## config.mk

```make
export PLATFORM = sky130hd
export DESIGN_NAME = mem_port_arbiter
export DESIGN_NICKNAME = d
export VERILOG_FILES = /design/src/rtl/mem_port_arbiter.sv
export SDC_FILE = /design/constraint.sdc
export NUM_CORES = 1
export LEC_CHECK = 0
export ABC_AREA = 1
export ABC_CLOCK_PERIOD_IN_PS = 1600
export BUFFER_PORTS_ARGS = -buffer_cell sky130_fd_sc_hd__buf_2
export CAP_MARGIN = 20
export CORE_ASPECT_RATIO = 0.5
export CORE_MARGIN = 2
export CORE_UTILIZATION = 45
export CTS_CLUSTER_DIAMETER = 60
export DETAILED_ROUTE_END_ITERATION = 12
export MAX_ROUTING_LAYER = met4
export PLACE_DENSITY = 0.85
export SETUP_SLACK_MARGIN = 0.15
export SLEW_MARGIN = 25
export SYNTH_ARGS = -nofsm -noshare
export SYNTH_HDL_FRONTEND = slang
export SYNTH_SLANG_ARGS = --single-unit
```

## constraint.sdc

```tcl
create_clock -name clk -period 1.6 [get_ports clk]
set_input_delay 0.32 -clock clk [delete_from_list [all_inputs] [get_ports clk]]
set_output_delay 0.32 -clock clk [all_outputs]
set_load 0.05 [all_outputs]
```

## src/rtl/mem_port_arbiter.sv

```systemverilog
// Round-robin arbiter sharing one fixed-latency single-port memory between the
// instruction-fetch port and the load/store data port of a multicycle CPU.
module mem_port_arbiter #(
    parameter int LATENCY = 1,
    parameter int ADDR_W  = 10
) (
    input  logic              clk,
    input  logic              reset,
    input  logic              if_req,
    input  logic [31:0]       if_addr,
    output logic              if_ack,
    output logic [31:0]       if_rdata,
    output logic              if_err,
    input  logic              d_req,
    input  logic              d_we,
    input  logic [31:0]       d_addr,
    input  logic [31:0]       d_wdata,
    output logic              d_ack,
    output logic [31:0]       d_rdata,
    output logic              d_err,
    output logic              mem_en,
    output logic              mem_we,
    output logic [ADDR_W-1:0] mem_addr,
    output logic [31:0]       mem_wdata,
    input  logic [31:0]       mem_rdata,
    output logic              busy
);

    typedef enum logic [1:0] {IDLE, ACCESS, RESP} state_t;

    state_t            state_q, state_d;
    logic              last_grant_q, last_grant_d;   // 1 = data port
    logic              grant_q, grant_d;             // 1 = data port
    logic              err_q, err_d;
    logic [3:0]        cnt_q, cnt_d;
    logic              if_ack_q, if_ack_d, if_err_q, if_err_d;
    logic              d_ack_q, d_ack_d, d_err_q, d_err_d;
    logic [31:0]       if_rdata_q, if_rdata_d, d_rdata_q, d_rdata_d;
    logic              mem_en_q, mem_en_d, mem_we_q, mem_we_d;
    logic [ADDR_W-1:0] mem_addr_q, mem_addr_d;
    logic [31:0]       mem_wdata_q, mem_wdata_d;
    logic              busy_q, busy_d;

    logic              sel_d;
    logic              sel_we;
    logic              sel_err;
    logic [31:0]       sel_addr;

    // On contention the port that did not win last time gets the grant.
    always_comb begin
        sel_d    = d_req && (!if_req || !last_grant_q);
        sel_addr = sel_d ? d_addr : if_addr;
        sel_we   = sel_d && d_we;
        sel_err  = (sel_addr[1:0] != 2'b00) || ((sel_addr >> (ADDR_W + 2)) != 32'd0);
    end

    // NOTE: every variable gets a default before the case so no path leaves one unassigned (no latches).
    always_comb begin
        state_d      = state_q;
        last_grant_d = last_grant_q;
        grant_d      = grant_q;
        err_d        = err_q;
        cnt_d        = cnt_q;
        if_ack_d     = 1'b0;
        if_err_d     = 1'b0;
        d_ack_d      = 1'b0;
        d_err_d      = 1'b0;
        if_rdata_d   = if_rdata_q;
        d_rdata_d    = d_rdata_q;
        mem_en_d     = mem_en_q;
        mem_we_d     = mem_we_q;
        mem_addr_d   = mem_addr_q;
        mem_wdata_d  = mem_wdata_q;

        case (state_q)
            IDLE: begin
                if (if_req || d_req) begin
                    grant_d      = sel_d;
                    last_grant_d = sel_d;
                    err_d        = sel_err;
                    if (sel_err) begin
                        state_d  = RESP;
                        if_ack_d = !sel_d;
                        d_ack_d  = sel_d;
                        if_err_d = !sel_d;
                        d_err_d  = sel_d;
                    end else begin
                        state_d    = ACCESS;
                        cnt_d      = 4'(LATENCY - 1);
                        mem_en_d   = 1'b1;
                        mem_we_d   = sel_we;
                        mem_addr_d = sel_addr[ADDR_W+1:2];
                        if (sel_we) begin
                            mem_wdata_d = d_wdata;
                        end
                    end
                end
            end
            ACCESS: begin
                if (cnt_q == 4'd0) begin
                    if (!mem_we_q) begin
                        if (grant_q) begin
                            d_rdata_d = mem_rdata;
                        end else begin
                            if_rdata_d = mem_rdata;
                        end
                    end
                    state_d  = RESP;
                    mem_en_d = 1'b0;
                    mem_we_d = 1'b0;
                    if_ack_d = !grant_q;
                    d_ack_d  = grant_q;
                    if_err_d = !grant_q && err_q;
                    d_err_d  = grant_q && err_q;
                end else begin
                    cnt_d = cnt_q - 4'd1;
                end
            end
            RESP: begin
                state_d = IDLE;
            end
            default: begin
                state_d  = IDLE;
                mem_en_d = 1'b0;
                mem_we_d = 1'b0;
            end
        endcase

        busy_d = (state_d != IDLE);
    end

    // NOTE: state is updated with non-blocking assignments so every flop samples pre-edge values.
    always_ff @(posedge clk) begin
        if (reset) begin
            state_q      <= IDLE;
            last_grant_q <= 1'b1;
            grant_q      <= 1'b0;
            err_q        <= 1'b0;
            cnt_q        <= 4'd0;
            if_ack_q     <= 1'b0;
            if_err_q     <= 1'b0;
            d_ack_q      <= 1'b0;
            d_err_q      <= 1'b0;
            if_rdata_q   <= 32'd0;
            d_rdata_q    <= 32'd0;
            mem_en_q     <= 1'b0;
            mem_we_q     <= 1'b0;
            mem_addr_q   <= '0;
            mem_wdata_q  <= 32'd0;
            busy_q       <= 1'b0;
        end else begin
            state_q      <= state_d;
            last_grant_q <= last_grant_d;
            grant_q      <= grant_d;
            err_q        <= err_d;
            cnt_q        <= cnt_d;
            if_ack_q     <= if_ack_d;
            if_err_q     <= if_err_d;
            d_ack_q      <= d_ack_d;
            d_err_q      <= d_err_d;
            if_rdata_q   <= if_rdata_d;
            d_rdata_q    <= d_rdata_d;
            mem_en_q     <= mem_en_d;
            mem_we_q     <= mem_we_d;
            mem_addr_q   <= mem_addr_d;
            mem_wdata_q  <= mem_wdata_d;
            busy_q       <= busy_d;
        end
    end

    assign if_ack    = if_ack_q;
    assign if_err    = if_err_q;
    assign if_rdata  = if_rdata_q;
    assign d_ack     = d_ack_q;
    assign d_err     = d_err_q;
    assign d_rdata   = d_rdata_q;
    assign mem_en    = mem_en_q;
    assign mem_we    = mem_we_q;
    assign mem_addr  = mem_addr_q;
    assign mem_wdata = mem_wdata_q;
    assign busy      = busy_q;

endmodule

```

==> metrics.md <==
| Metric | Value |
|---|---|
| Status | `finished with violations` |
| Failing checks | `setup timing` |
| #FFs+latches synth | `122` |
| Die width | `148 um` |
| Critical-path cell list | `inv_2 -> ha_4 -> nand2_4 -> nor2_4 -> nand2_2 -> nor2_4 -> buf_6 -> buf_6 -> buf_16 -> buf_12 -> o21ai_2 -> nor2_1` |
| Pwr/cell area | `1020 nW/um2` |
| Worst hold start | `mem_rdata[29]` |
| CTS buffer count | `17` |
| Clock share of power | `0.553` |
| Layout cells sized above 1 | `0.484` |
| Worst Setup Path Type | `register to register` |
| FFs w/ async S/R, synth | `0` |
| Post-synth top flop | `dfxtp_1` |
| Leakage | `0.00379 uW` |
| Final hold vios | `0` |
| CP endpoint kind | `register` |
| Die height | `76.0 um` |
| MaxCap Viol Count | `0` |
| Final Cycle Share | `1.04` |
| First-pass GRT wire length | `24.7 mm` |
| Slowest stage delay, CP | `0.34 ns` |
| Top Ports | `246` |
| Slew at the pin closest to its max-slew limit | `0.384 ns` |
| CTS tree | `yes` |
| # port buffers | `245` |
| DRC errors left | `0` |
| Internal Dissipation | `6060 uW` |
| HPWL after DPL | `9.22 mm` |
| EDFF count, synth | `0` |
| Clock buffer depth | `2` |
| Final wirelength | `18.6 mm` |
| Placer Congestion | `0.879` |
| Nets | `1049` |
| Critical Path RT | `1.94 ns` |
| Clk_lat worst skew | `0.41 ns` |
| Synth-to-Final Area Change | `66.2%` |
| First-pass DRT Iterations | `7` |
| Vias in the first global route | `5190` |
| Layer with the highest usage | `met2` |
| Post-DR vias/cell | `5.26` |
| Syn_area_per_cell | `7.47 um2` |
| Pre-CTS setup slack | `-0.0553 ns` |
| Syn_nets | `760` |
| Arrival @ worst endpoint | `2.00 ns` |
| Worst-path maximum fanout | `4` |
| Worst Setup Start Kind | `register` |
| Largest net degree at the start of global routing | `84` |
| F_max | `601 MHz` |
| CTS Sinks | `122` |
| Initial antenna violation count | `1` |
| Worst Skew | `0.00956 ns` |
| CTS clk-pin slew, worst paths | `0.06 ns` |
| Total track usage | `0.281` |
| Wire per inst | `17.4 um` |
| Reg-to-Reg End | `if_rdata[18]$_SDFFE_PP0P_` |
| WHS | `0.146 ns` |
| Drt initial violations | `609` |
| Worst Hold Depth | `3` |
| Post-route cell area | `7760 um2` |
| Peak VDD IR | `0.000802 V` |
| Final Setup Violations | `13` |
| WHS Endpoint | `d_rdata[29]$_SDFFE_PP0P_` |
| Clk Tree Root Cell | `clkbuf_16` |
| Setup ws final | `-0.0633 ns` |
| GRT met3 Usage | `0.0599` |
| Flop pwr share | `0.388` |
| Initial Util | `0.460` |
| CTS Hold Bufs | `0` |
| Reg2Reg Depth | `12` |
| Flop2flop setup slack | `-0.06 ns` |
| Synth warnings | `0` |
| Psw | `1860 uW` |
| Critical path's slowest cell | `dfxtp_2` |
| Cell area after placement | `6050 um2` |
| Slew HR | `0.744` |
| Core Footprint | `10100 um2` |
| Reg2reg start | `cnt_q[1]$_SDFFE_PP0P_` |
| Grt ovf | `0` |
| Sequential area share after synthesis | `0.523` |
| Number of H-tree levels | `4` |
| Post-Syn Area | `4670 um2` |
| Detailed-route via count | `5613` |
| Area of the die | `11300 um2` |
| Post-route ant nets | `0` |
| Max-slew violation count | `0` |
| Grt met2 use | `0.478` |
| Switching Share | `0.235` |
| Unique cell type count in the Yosys netlist | `27` |
| GRT met1 Usage | `0.315` |
| RSZ-0062 raised after global routing | `true` |
| Post-layout min period | `1.66 ns` |
| Gate power share | `0.059` |
| Worst hold path class | `primary input to register` |
| Rows | `26` |
| Design Power | `7920 uW` |
| Synth Instances | `625` |
| Final Core Density | `0.765` |
repair_timing:
item | in CTS | in global routing
pin swaps | 23 | 38
endpoints found under the setup margin | 115 | 118
setup buffers | 20 | 11
gates resized for setup | 80 | 111
gates cloned | 5 | 6
worst max path at each step:
stage          cells past startpoint             startpoint  slack [ns]                        end
2_1_floorplan                     10  cnt_q[0]$_SDFFE_PP0P_        0.21   d_rdata[10]$_SDFFE_PP0P_
3_3_place_gp                       9  cnt_q[1]$_SDFFE_PP0P_        0.02   d_rdata[25]$_SDFFE_PP0P_
3_5_place_dp                      11                 if_req       -0.06  mem_wdata[5]$_SDFFE_PP0P_
4_1_cts                           11  state_q[0]$_SDFF_PP0_        0.06    d_rdata[9]$_SDFFE_PP0P_
5_1_grt                           10  cnt_q[3]$_SDFFE_PP0P_       -0.13  if_rdata[27]$_SDFFE_PP0P_
6_report                          12  cnt_q[1]$_SDFFE_PP0P_       -0.06  if_rdata[18]$_SDFFE_PP0P_
cell usage after synthesis (4+ instances only):
cell / number / area (um2)
nand2_1: 55 / 206
inv_2: 7 / 26.3
o21ai_0: 92 / 460
buf_2: 11 / 55.1
nand4_1: 4 / 25.0
clkbuf_1: 15 / 56.3
nor2_2: 4 / 25.0
buf_6: 5 / 56.3
a21oi_1: 11 / 55.1
nand3_1: 8 / 40.0
nor2_1: 243 / 912
o21ai_1: 17 / 85.1
inv_1: 8 / 30.0
dfxtp_1: 122 / 2440
nor2_4: 4 / 45.0
cells by family after synthesis:
family	synth area share
buf+inv	0.0538
compound gates	0.132
fa+ha+maj	0.00536
simple gates	0.284
flops	0.523
xor+xnor	0.00188
placed cells by master (no fill, tap or decap), drive strengths merged:
cell / n
buf: 298
nor2: 251
dfxtp: 122
o21ai: 109
nand2: 61
inv: 23
clkbuf: 22
a21oi: 11
nand3: 9
bufinv: 5
nand4: 4
clkinv: 3
clkinvlp: 2
ha: 2
diode: 1
o22ai: 1
nor3: 1
xnor2: 1
a21o: 1
or4: 1
final cells by class:
cell class	instances	area [um2]
clock inverters	15	238
fillers	649	2390
flip-flops and latches	122	2450
inverters	16	109
repair buffers	303	1990
well taps	140	175
diodes	1	2.50
repair inverters	2	32.5
clock buffers	17	425
multi-input cells	452	2340
metrics by stage:
stage / std cells / TNS [ns]
after floorplan: 625 / 0
after global placement: 993 / 0
after detailed placement: 993 / -1.04
after CTS: 1050 / 0
after global routing: 1068 / -3.75
final: 1068 / -0.428
power by group through the flow:
| stage | Clock (uW) | Sequential, uW | Combinational (uW) |
|---|---|---|---|
| after floorplan | 0 | 3160 | 135 |
| after global placement | 0 | 3130 | 381 |
| after detailed placement | 0 | 3130 | 386 |
| after CTS | 4340 | 3070 | 399 |
| after global routing | 4570 | 3070 | 503 |
| final | 4380 | 3070 | 469 |
registers in the layout, summed over array words and instances, names as in the netlist:
name / count
last_grant_q: 1
d_rdata: 32
mem_addr: 10
if_err: 1
cnt_q: 4
d_err: 1
state_q: 2
mem_wdata: 32
grant_q: 1
err_q: 1
mem_en: 1
if_rdata: 32
mem_we: 1
if_ack: 1
busy: 1
d_ack: 1
worst max-delay path: cells and delay by family, from the launching register on:
family                   cells  cell delay, ns
adder cells (fa/ha/maj)      1            0.15
AND/OR/NAND/NOR              5            0.52
flip-flops                   1            0.34
buffers and inverters        5            0.54
AO/OA/AOI/OAI                1            0.05
per-layer routing:
| layer | part of all wire | wire [um] |
|---|---|---|
| met1 | 0.37 | 6930 |
| met2 | 0.48 | 8990 |
| met3 | 0.081 | 1500 |
| met4 | 0.064 | 1200 |
| met5 | 0 | 0 |
(Power assumes the default switching activity.)
